## src/rtl/uart_pkg.sv

```systemverilog
// ----------------------------------------------------------------------------
// uart_pkg
//   Definitions shared by the UART transmitter and receiver:
//   - uart_state_e  : frame FSM state encoding
//   - PARITY_*      : parity mode constants for the PARITY parameter
//   - clks_per_bit  : baud divider derivation (integer divide)
//   - calc_parity   : parity bit from the XOR-reduction of a data word
// ----------------------------------------------------------------------------
package uart_pkg;

  typedef enum logic [2:0] {
    ST_IDLE,
    ST_START,
    ST_DATA,
    ST_PARITY,
    ST_STOP
  } uart_state_e;

  localparam int PARITY_NONE = 0;
  localparam int PARITY_ODD  = 1;
  localparam int PARITY_EVEN = 2;

  function automatic int clks_per_bit(input int clk_rate, input int baud_rate);
    return clk_rate / baud_rate;
  endfunction

  // data_xor is ^data; even parity transmits it as-is, odd parity inverts it.
  function automatic logic calc_parity(input logic data_xor, input int mode);
    return (mode == PARITY_ODD) ? ~data_xor : data_xor;
  endfunction

endpackage

```

## src/rtl/uart_tx_fifo.sv

```systemverilog
// ----------------------------------------------------------------------------
// uart_tx_fifo
//   Small synchronous first-word-fall-through FIFO feeding the transmitter.
//   Ports:
//     i_clk, i_rst_n : clock, synchronous active-low reset (empties the FIFO)
//     push, din      : write din when push && !full
//     pop            : drop the head word when pop && !empty
//     dout           : current head word (valid whenever !empty)
//     full, empty    : occupancy flags
// ----------------------------------------------------------------------------
module uart_tx_fifo #(
  parameter int WIDTH = 8,
  parameter int DEPTH = 4
) (
  input  logic             i_clk,
  input  logic             i_rst_n,
  input  logic             push,
  input  logic             pop,
  input  logic [WIDTH-1:0] din,
  output logic [WIDTH-1:0] dout,
  output logic             full,
  output logic             empty
);

  localparam int AW = $clog2(DEPTH);

  logic [WIDTH-1:0] mem_q [DEPTH];
  // Pointers carry one extra wrap bit so full and empty are distinguishable.
  logic [AW:0]      wr_ptr_q, wr_ptr_d;
  logic [AW:0]      rd_ptr_q, rd_ptr_d;
  logic             do_push, do_pop;

  assign empty   = (wr_ptr_q == rd_ptr_q);
  assign full    = (wr_ptr_q[AW] != rd_ptr_q[AW]) &&
                   (wr_ptr_q[AW-1:0] == rd_ptr_q[AW-1:0]);
  assign do_push = push && !full;
  assign do_pop  = pop && !empty;
  assign dout    = mem_q[rd_ptr_q[AW-1:0]];

  always_comb begin
    wr_ptr_d = wr_ptr_q;
    rd_ptr_d = rd_ptr_q;
    if (do_push) wr_ptr_d = wr_ptr_q + 1'b1;
    if (do_pop)  rd_ptr_d = rd_ptr_q + 1'b1;
  end

  always_ff @(posedge i_clk) begin
    if (!i_rst_n) begin
      wr_ptr_q <= '0;
      rd_ptr_q <= '0;
    end else begin
      wr_ptr_q <= wr_ptr_d;
      rd_ptr_q <= rd_ptr_d;
    end
  end

  // Storage needs no reset; the pointers define what is valid.
  always_ff @(posedge i_clk) begin
    if (do_push) mem_q[wr_ptr_q[AW-1:0]] <= din;
  end

endmodule

```

## src/rtl/uart_tx.sv

```systemverilog
// ----------------------------------------------------------------------------
// uart_tx
//   UART transmitter: 1 start bit, WORD_LENGTH data bits LSB first, optional
//   parity bit, STOP_BITS stop bits. Words queue in a small FIFO and queued
//   words go out back-to-back with no idle gap.
//   Ports:
//     i_clk, i_rst_n : clock, synchronous active-low reset
//     i_tx_valid     : producer offers i_tx_byte
//     o_tx_ready     : FIFO not full (and not in reset); accept on valid&&ready
//     i_tx_byte      : word to send
//     o_tx_serial    : registered UART line, idle high
//     o_tx_busy      : registered, high while a frame is in flight or queued
//     o_tx_done      : one-cycle pulse after the last stop bit of each frame
// ----------------------------------------------------------------------------
module uart_tx
  import uart_pkg::*;
#(
  parameter int CLK_RATE    = 100000000,
  parameter int BAUD_RATE   = 115200,
  parameter int WORD_LENGTH = 8,
  parameter int PARITY      = 0,
  parameter int STOP_BITS   = 1,
  parameter int FIFO_DEPTH  = 4
) (
  input  logic                   i_clk,
  input  logic                   i_rst_n,
  input  logic                   i_tx_valid,
  output logic                   o_tx_ready,
  input  logic [WORD_LENGTH-1:0] i_tx_byte,
  output logic                   o_tx_serial,
  output logic                   o_tx_busy,
  output logic                   o_tx_done
);

  localparam int CLKS_PER_BIT = clks_per_bit(CLK_RATE, BAUD_RATE);
  // One extra bit so the counter can span a double stop bit.
  localparam int CW = $clog2(CLKS_PER_BIT) + 1;
  localparam int BW = $clog2(WORD_LENGTH) + 1;

  localparam logic [CW-1:0] BIT_LAST  = CW'(CLKS_PER_BIT - 1);
  localparam logic [CW-1:0] STOP_LAST = CW'(STOP_BITS * CLKS_PER_BIT - 1);
  localparam logic [BW-1:0] IDX_LAST  = BW'(WORD_LENGTH - 1);

  uart_state_e            state_q, state_d;
  logic [CW-1:0]          cnt_q, cnt_d;
  logic [BW-1:0]          idx_q, idx_d;
  logic [WORD_LENGTH-1:0] shift_q, shift_d;
  logic                   par_q, par_d;
  logic                   serial_q, serial_d;
  logic                   done_q, done_d;
  logic                   busy_q, busy_d;

  logic                   push_fire;
  logic                   fifo_pop;
  logic                   load_word;
  logic                   fifo_full, fifo_empty;
  logic [WORD_LENGTH-1:0] fifo_dout;

  // Ready is forced low while reset is held; the FIFO itself only clears
  // at the reset edge.
  assign o_tx_ready = i_rst_n && !fifo_full;
  assign push_fire  = i_tx_valid && o_tx_ready;

  uart_tx_fifo #(
    .WIDTH (WORD_LENGTH),
    .DEPTH (FIFO_DEPTH)
  ) u_fifo (
    .i_clk   (i_clk),
    .i_rst_n (i_rst_n),
    .push    (push_fire),
    .pop     (fifo_pop),
    .din     (i_tx_byte),
    .dout    (fifo_dout),
    .full    (fifo_full),
    .empty   (fifo_empty)
  );

  always_comb begin
    state_d   = state_q;
    cnt_d     = cnt_q + 1'b1;
    idx_d     = idx_q;
    shift_d   = shift_q;
    par_d     = par_q;
    serial_d  = serial_q;
    done_d    = 1'b0;
    load_word = 1'b0;

    unique case (state_q)
      ST_IDLE: begin
        cnt_d    = '0;
        serial_d = 1'b1;
        load_word = !fifo_empty;
      end
      ST_START: begin
        if (cnt_q == BIT_LAST) begin
          state_d  = ST_DATA;
          cnt_d    = '0;
          idx_d    = '0;
          serial_d = shift_q[0];
        end
      end
      ST_DATA: begin
        if (cnt_q == BIT_LAST) begin
          cnt_d = '0;
          if (idx_q == IDX_LAST) begin
            if (PARITY != PARITY_NONE) begin
              state_d  = ST_PARITY;
              serial_d = par_q;
            end else begin
              state_d  = ST_STOP;
              serial_d = 1'b1;
            end
          end else begin
            // Next bit is shift_q[1] now; after the shift it sits at [0].
            idx_d    = idx_q + 1'b1;
            shift_d  = shift_q >> 1;
            serial_d = shift_q[1];
          end
        end
      end
      ST_PARITY: begin
        if (cnt_q == BIT_LAST) begin
          state_d  = ST_STOP;
          cnt_d    = '0;
          serial_d = 1'b1;
        end
      end
      ST_STOP: begin
        if (cnt_q == STOP_LAST) begin
          done_d = 1'b1;
          cnt_d  = '0;
          if (!fifo_empty) begin
            load_word = 1'b1;
          end else begin
            state_d  = ST_IDLE;
            serial_d = 1'b1;
          end
        end
      end
      default: begin
        state_d  = ST_IDLE;
        serial_d = 1'b1;
      end
    endcase

    // Pop the head word and start its frame; parity is frozen here.
    if (load_word) begin
      state_d  = ST_START;
      cnt_d    = '0;
      idx_d    = '0;
      shift_d  = fifo_dout;
      par_d    = calc_parity(^fifo_dout, PARITY);
      serial_d = 1'b0;
    end
    fifo_pop = load_word;

    // Any pop coincides with a move to START, so "push or non-empty"
    // covers the FIFO's post-edge occupancy exactly.
    busy_d = (state_d != ST_IDLE) || push_fire || !fifo_empty;
  end

  always_ff @(posedge i_clk) begin
    if (!i_rst_n) begin
      state_q  <= ST_IDLE;
      cnt_q    <= '0;
      idx_q    <= '0;
      shift_q  <= '0;
      par_q    <= 1'b0;
      serial_q <= 1'b1;
      done_q   <= 1'b0;
      busy_q   <= 1'b0;
    end else begin
      state_q  <= state_d;
      cnt_q    <= cnt_d;
      idx_q    <= idx_d;
      shift_q  <= shift_d;
      par_q    <= par_d;
      serial_q <= serial_d;
      done_q   <= done_d;
      busy_q   <= busy_d;
    end
  end

  assign o_tx_serial = serial_q;
  assign o_tx_busy   = busy_q;
  assign o_tx_done   = done_q;

endmodule

```

## config.mk

```make
export PLATFORM = sky130hd
export DESIGN_NAME = uart_tx
export DESIGN_NICKNAME = d
export VERILOG_FILES = /design/src/rtl/uart_pkg.sv /design/src/rtl/uart_tx_fifo.sv /design/src/rtl/uart_tx.sv
export SDC_FILE = /design/constraint.sdc
export NUM_CORES = 1
export LEC_CHECK = 0
export BUFFER_PORTS_ARGS = -buffer_cell sky130_fd_sc_hd__buf_2
export CORE_AREA = 8 8 83 85
export CTS_BUF_LIST = sky130_fd_sc_hd__clkbuf_8 sky130_fd_sc_hd__clkbuf_16
export DETAILED_ROUTE_END_ITERATION = 10
export DIE_AREA = 0 0 91 93
export GPL_TIMING_DRIVEN = 0
export HOLD_SLACK_MARGIN = 0.1
export PLACE_DENSITY = 0.7
export SKIP_LAST_GASP = 1
export SLEW_MARGIN = 5
export SYNTH_ARGS = -nofsm -noshare
export SYNTH_HDL_FRONTEND = slang
export SYNTH_SLANG_ARGS = --single-unit
```

## constraint.sdc

```tcl
create_clock -name i_clk -period 3.15 [get_ports i_clk]
set_input_delay 0.7875 -clock i_clk [delete_from_list [all_inputs] [get_ports i_clk]]
set_output_delay 0.7875 -clock i_clk [all_outputs]
set_load 0.1 [all_outputs]
```

==> results.sh, run 1 <==
export IMPL_grtUsageTotal_pct=13.2
export IMPL_fin_skew_ps=9.98
export IMPL_synth_area_per_cell_um2=12.0
export IMPL_regToRegSetupSlack_ps=640
export IMPL_dp_hpwl_mm=3.60
export IMPL_antenna_found_initial=0
export IMPL_synth_yosys_seq_area_share_pct=58.0
export IMPL_drc=0
export IMPL_crit_cells=5
export IMPL_dieArea_mm2=0.00846
export IMPL_tritoncts="done"
export IMPL_ant_nets=0
export IMPL_start_util_pct=51.7
export IMPL_vdd_drop_max_mv=0.411
export IMPL_async_flop_share_pct=0
export IMPL_cts_setup_buffers=0
export IMPL_ys_ff_latch=69
export IMPL_rows=28
export IMPL_period_share_pct=85.0
export IMPL_status="finished, final reports clean"
export IMPL_intPower_mw=1.52
export IMPL_critical_path_max_stage_delay_ps=380
export IMPL_clk_latency_ps=330
export IMPL_synth_edf_count=32
export IMPL_grt_max_degree=11
export IMPL_synth_xor_area_share_pct=5.07
export IMPL_startpoint_type="input port"
export IMPL_ios=15
export IMPL_syn_cell_area_mm2=0.00294
export IMPL_cp_slowest_cell="clkbuf_1"
export IMPL_clk_path_buf_depth=2
export IMPL_diodes=0
export IMPL_die_h_um=93
export IMPL_highest_layer="met4"
export IMPL_critPathMaxFanout=10
export IMPL_clkSinkCount=69
export IMPL_firstDrtPassIters=4
export IMPL_crit_family="buffers and inverters"
export IMPL_utilization_pct=57.3
export IMPL_synth_compound_area_share_pct=9.16
export IMPL_finalSetupViolations=0
export IMPL_drive_above_1_share_pct=14.5
export IMPL_combPwrFrac_pct=26.4
export IMPL_crit_path_frequent_cell="buf_2"
export IMPL_cp_data_required_time_ps=2360
export IMPL_p_clk_share_pct=24.9
export IMPL_first_iter_violations=63
export IMPL_fin_setup_tns_ps=0
export IMPL_swShare_pct=31.9
export IMPL_cts_root_buf="clkbuf_8"
export IMPL_total_power_mw=2.23
export IMPL_crit_buf_inv=4
export IMPL_hold_viol_final=0
export IMPL_place_gp_congestion=0.773
export IMPL_wl_met3_um=164
export IMPL_drv_slew=0
export IMPL_synthAdderAreaFrac_pct=3.32
export IMPL_yosysWarnings=0
export IMPL_endpoint_kind="output port"
export IMPL_vias_per_cell=5.49
export IMPL_worstHoldPathType="flip-flop to flip-flop"
export IMPL_grt_pass1_wl_mm=8.86
export IMPL_met1_length_mm=2.35
export IMPL_drt_total_wl_mm=5.14
export IMPL_muxShareOfSynthArea_pct=7.16
export IMPL_synth_nets=263
export IMPL_io_buffer_count=14
export IMPL_clkTransAtPathRegs_ps=60
export IMPL_wl_per_cell_um=14.7
export IMPL_worstSetupPathType="input port to output port"
export IMPL_ys_flop_type="dfxtp_1"
export IMPL_synth_top_family_by_area="simple AND/OR/NAND/NOR gates"
export IMPL_cts_resized=0
export IMPL_yosysUniqueCellTypes=50
export IMPL_grt_overflow_total=0
export IMPL_h_tree_depth=3
export IMPL_rsz0062_at_grt="no"
export IMPL_seqPwrFrac_pct=48.7
export IMPL_maxCapViolCount=0
export IMPL_post_route_min_period_ps=2680
export IMPL_slew_limit_headroom_pct=41.6
export IMPL_grt_pass1_vias=1910
export IMPL_worst_endpoint_arrival_ps=1890
export IMPL_finalNetCount=288
export IMPL_max_freq_mhz=374
export IMPL_worstPathCellList="buf_2 -> inv_1 -> clkbuf_1 -> nor2_1 -> buf_2"
export IMPL_leakage_nw=1.14
export IMPL_cts_buffers=9
export IMPL_reg2reg_depth=6
export IMPL_via_count=1920
export IMPL_p_sw_mw=0.712
export IMPL_routed_wl_met2_mm=2.52
export IMPL_fp_dieW_um=91
export IMPL_coreArea_mm2=0.00568
export IMPL_synth_simple_gate_area_share_pct=15.3
export IMPL_tightest_slew_ps=869
export IMPL_whs_ps=457
export IMPL_ctsHoldBuffers=0
export IMPL_power_density_mw_per_mm2=686
export IMPL_syn_instance_count=245
export IMPL_whs_path_depth=2
export IMPL_syn2layout_area_growth_pct=10.7
cell usage after synthesis, drive strengths merged, types with 5 or more instances:
master | n | area, um2
nand2 | 24 | 92.6
a22oi | 5 | 37.5
ha | 7 | 87.6
nor2 | 28 | 105
mux4 | 8 | 180
nor3 | 11 | 65.1
edfxtp | 32 | 961
a21oi | 12 | 71.3
dfxtp | 37 | 741
inv | 8 | 30.0
xnor2 | 9 | 78.8
xor2 | 8 | 70.1
through the flow:
step / std cells / instance area (um2) / setup slack [ps]
final: 350 / 3250 / 474
after global routing: 350 / 3250 / 389
after global placement: 334 / 3100 / 455
after detailed placement: 334 / 3100 / 446
after floorplan: 245 / 2940 / 31.3
after CTS: 350 / 3250 / 450
area by class of cell:
cell class                      instances  area [um2]
Multi-Input combinational cell        162        1170
Sequential cell                        69        1700
Timing Repair Buffer                   14        70.1
Fill cell                             496        2430
Inverter                                8        30.0
Buffer                                  6        30.0
Clock buffer                            9         124
Clock inverter                          7        26.3
Tap cell                               75        93.8
tightest hold or removal path, stage by stage (launching register included):
cell     delay, ps
dfxtp_1        300
inv_1           60
a21oi_1         50
registers in the layout (all words and copies together), names as in the netlist, named ones only:
register	count
o_tx_serial	1
o_tx_done	1
state_q	3
shift_q	8
u_fifo.mem_q	32
u_fifo.rd_ptr_q	3
o_tx_busy	1
u_fifo.wr_ptr_q	3
idx_q	4
cnt_q	11
cell families after synthesis:
| group | count (synthesis) |
|---|---|
| AOI/OAI and AO/OA | 37 |
| xor gates and xnor gates | 17 |
| adders and majority gates | 8 |
| buffers and inverters | 14 |
| DFF | 69 |
| muxes | 11 |
| and+or+nand+nor | 89 |
layer usage:
metal	GRT usage, %	vias to the layer above
met5	0	-
met4	6.82	0
met3	4.25	9
met2	21.9	23
met1	15.1	937
li1	-	951
power groups by stage:
| stage | Combinational [mW] | Clock, mW | Sequential (mW) |
|---|---|---|---|
| 2_1_floorplan | 0.406 | 0 | 1.16 |
| 3_5_place_dp | 0.588 | 0 | 1.11 |
| 4_1_cts | 0.591 | 0.575 | 1.09 |
| 5_1_grt | 0.655 | 0.619 | 1.10 |
| 3_3_place_gp | 0.583 | 0 | 1.10 |
| 6_report | 0.588 | 0.556 | 1.09 |
worst paths after layout:
kind / start / to
worst max-delay path: i_rst_n / o_tx_ready
worst min-delay path: shift_q[0] / shift_q[0]
worst max register to register: cnt_q[0] / shift_q[1]
worst min register to register: shift_q[0] / shift_q[0]
cell usage in the layout, fill, tap and decap left out, drive strengths merged, types with 4 or more instances in the layout:
cell / n
clkbuf: 13
o221ai: 4
a21oi: 12
mux4: 8
nand3: 4
nor3: 11
inv: 11
and2: 4
buf: 16
a22oi: 5
dfxtp: 37
edfxtp: 32
clkinv: 4
xnor2: 9
nor2: 28
ha: 7
xor2: 8
nand2: 24
Power figures use the tool's default switching activity.
==> inputs of run 2 (changes only) <==
--- a/config.mk
+++ b/config.mk
@@ -5,14 +5,15 @@
 export SDC_FILE = /design/constraint.sdc
 export NUM_CORES = 1
 export LEC_CHECK = 0
+export ABC_AREA = 1
 export BUFFER_PORTS_ARGS = -buffer_cell sky130_fd_sc_hd__buf_2
-export CORE_AREA = 8 8 83 85
+export CORE_AREA = 8 8 86 88
 export CTS_BUF_LIST = sky130_fd_sc_hd__clkbuf_8 sky130_fd_sc_hd__clkbuf_16
 export DETAILED_ROUTE_END_ITERATION = 10
-export DIE_AREA = 0 0 91 93
+export DIE_AREA = 0 0 94 96
 export GPL_TIMING_DRIVEN = 0
 export HOLD_SLACK_MARGIN = 0.1
-export PLACE_DENSITY = 0.7
+export PLACE_DENSITY = 0.71
 export SKIP_LAST_GASP = 1
 export SLEW_MARGIN = 5
 export SYNTH_ARGS = -nofsm -noshare
==> constraint.sdc (replaced) <==
create_clock -name i_clk -period 2.66 [get_ports i_clk]
set_input_delay 0.665 -clock i_clk [delete_from_list [all_inputs] [get_ports i_clk]]
set_output_delay 0.665 -clock i_clk [all_outputs]
set_load 0.1 [all_outputs]
==> results.sh, run 2 <==
export IMPL_grtUsageTotal_pct=14.8
export IMPL_ios=15
export IMPL_fin_skew_ps=10.8
export IMPL_p_sw_mw=1.12
export IMPL_coreArea_mm2=0.00610
export IMPL_place_gp_congestion=0.834
export IMPL_cts_root_buf="clkbuf_8"
export IMPL_clk_latency_ps=340
export IMPL_leakage_nw=1.46
export IMPL_async_flop_share_pct=0
export IMPL_pre_cts_slack_ps=-68.8
export IMPL_critical_path_max_stage_delay_ps=420
export IMPL_ys_flop_type="dfxtp_1"
export IMPL_fp_dieW_um=94
export IMPL_antenna_found_initial=0
export IMPL_ys_ff_latch=69
export IMPL_die_h_um=96
export IMPL_synth_edf_count=32
export IMPL_critPathMaxFanout=10
export IMPL_intPower_mw=2.16
export IMPL_power_density_mw_per_mm2=908
export IMPL_synth_nets=389
export IMPL_dp_hpwl_mm=4.42
export IMPL_endpoint_kind="output port"
export IMPL_synth_area_top_cells="edfxtp_1 (30%), dfxtp_1 (23%), nand2_1 (7.6%)"
export IMPL_drt_total_wl_mm=6.18
export IMPL_ctsHoldBuffers=0
export IMPL_drv_slew=0
export IMPL_start_util_pct=52.5
export IMPL_grt_pass1_wl_mm=10.5
export IMPL_yosysTopAreaCell="edfxtp_1"
export IMPL_grt_overflow_total=0
export IMPL_grt_max_degree=14
export IMPL_maxCapViolCount=0
export IMPL_diodes=0
export IMPL_vdd_drop_max_mv=0.489
export IMPL_h_tree_depth=3
export IMPL_synth_area_per_cell_um2=8.62
export IMPL_worstPathCellList="clkbuf_1 -> clkbuf_2 -> nand2_1 -> inv_1 -> buf_2"
export IMPL_multi_input_area_mm2=0.00128
export IMPL_placed_area_mm2=0.00336
export IMPL_finalSetupViolations=0
export IMPL_swShare_pct=34.1
export IMPL_cts_buffers=9
export IMPL_p_clk_share_pct=32.1
export IMPL_startpoint_type="input port"
export IMPL_utilization_pct=59.2
export IMPL_yosysMostFrequentCell="nand2_1"
export IMPL_worst_slack_ps=93.7
export IMPL_clkSinkCount=69
export IMPL_post_route_min_period_ps=2570
export IMPL_seqPwrFrac_pct=39.9
export IMPL_status="finished, final reports clean"
export IMPL_crit_buf_inv=4
export IMPL_rsz0062_at_grt="no"
export IMPL_rows=29
export IMPL_cp_data_required_time_ps=2000
export IMPL_clk_path_buf_depth=2
export IMPL_clkTransAtPathRegs_ps=80
export IMPL_hold_viol_final=0
export IMPL_synth_yosys_seq_area_share_pct=53.2
export IMPL_final_fill_count=533
export IMPL_finalNetCount=413
export IMPL_register_area_mm2=0.00170
export IMPL_layout_commonest_cell="nand2_1"
export IMPL_dieArea_mm2=0.00902
export IMPL_syn_cell_area_mm2=0.00320
export IMPL_worstSetupPathType="input port to output port"
export IMPL_tightest_slew_ps=858
export IMPL_vias_per_cell=5.07
export IMPL_tritoncts="done"
export IMPL_largest_reg_flops=32
export IMPL_slew_limit_headroom_pct=42.6
export IMPL_crit_family="buffers and inverters"
export IMPL_regToRegSetupSlack_ps=570
export IMPL_syn2layout_area_growth_pct=12.8
export IMPL_synth_top_area_share_pct=30.0
export IMPL_via_count=2418
export IMPL_cts_setup_buffers=0
export IMPL_synth_commonest_cells="nand2_1 (65), nor2_1 (57), dfxtp_1 (37)"
export IMPL_worstHoldPathType="flip-flop to flip-flop"
export IMPL_fin_setup_tns_ps=0
export IMPL_combPwrFrac_pct=28.0
export IMPL_first_iter_violations=102
export IMPL_period_share_pct=96.5
export IMPL_whs_ps=480
export IMPL_drive_above_1_share_pct=17.0
export IMPL_syn_instance_count=371
export IMPL_fin_area_mm2=0.00361
export IMPL_max_freq_mhz=390
export IMPL_worst_endpoint_arrival_ps=1900
export IMPL_grt_pass1_vias=2353
export IMPL_yosysUniqueCellTypes=28
export IMPL_io_buffer_count=13
export IMPL_wl_per_cell_um=12.9
export IMPL_cp_slowest_cell="buf_2"
export IMPL_yosysWarnings=0
export IMPL_firstDrtPassIters=4
export IMPL_ant_nets=0
export IMPL_drc=0
export IMPL_final_cell_mix="nand2_1 (65), nor2_1 (57), dfxtp_1 (37), inv_1 (34), edfxtp_1 (32)"
run 2: changes by cell type after synthesis, moves of 6 or more:
cell     previous run  this run
inv_1               8        34
inv_2               0        10
mux4_2              8         0
nand2_1            23        65
nand3_1             4        25
nor2_1             28        57
nor2_2              0        13
nor3_1              9         3
o21ai_0             1        27
o21ai_1             0         7
xnor2_1             9         2
run 2: power by group through the flow:
| stage | Clock (mW) | Combinational [mW] | Sequential [mW] |
|---|---|---|---|
| after global placement | 0 | 0.895 | 1.33 |
| after global routing | 1.12 | 1.05 | 1.32 |
| after floorplan | 0 | 0.656 | 1.39 |
| final | 1.05 | 0.916 | 1.31 |
| after detailed placement | 0 | 0.916 | 1.33 |
| after CTS | 1.06 | 0.923 | 1.31 |
run 2: worst paths after layout:
kind,start,depth (start not counted),endpoint
worst min register to register,cnt_q[0],1,cnt_q[0]
worst max register to register,u_fifo.wr_ptr_q[0],7,u_fifo.mem_q[3][0]
worst max-delay path,i_rst_n,5,o_tx_ready
worst min-delay path,cnt_q[0],1,cnt_q[0]
run 2: routing by layer:
layer  GRT usage, %  vias to the layer above  share of wire [%]
met5              0                        -                  0
met4           5.15                        0                1.3
met3           3.51                       10                3.2
met2           25.6                       42                 49
met1           17.6                     1097                 46
li1               -                     1269                  -
run 2: final cells by class:
| class | instances | share of cell area [%] |
|---|---|---|
| plain buffers | 8 | 1.49 |
| clock buffers | 9 | 3.43 |
| clock inverters | 7 | 3.40 |
| inverters | 44 | 4.58 |
| multi-input cells | 250 | 35.5 |
| flip-flops and latches | 69 | 47.2 |
| well taps | 77 | 2.67 |
| repair buffers | 13 | 1.80 |
run 2: kinds of logic (layout without fill, tap and decap cells):
logic type,Yosys count,after routing,synth area share [%]
adder cells (fa/ha/maj),7,7,2.74
XOR/XNOR,7,7,1.92
flip-flops,69,69,53.2
AO/OA/AOI/OAI,56,56,9.35
AND/OR/NAND/NOR,180,180,26.0
buffers and inverters,52,81,6.80
run 2: stage by stage:
step	power, mW	instances
5_1_grt	3.49	477
4_1_cts	3.29	477
3_5_place_dp	2.25	461
2_1_floorplan	2.04	371
3_3_place_gp	2.22	461
6_report	3.27	477
run 2: what timing repair did:
action,CTS,global route
endpoints found under the setup margin,1,0
gates resized for setup,1,0
hold endpoints to repair,0,0
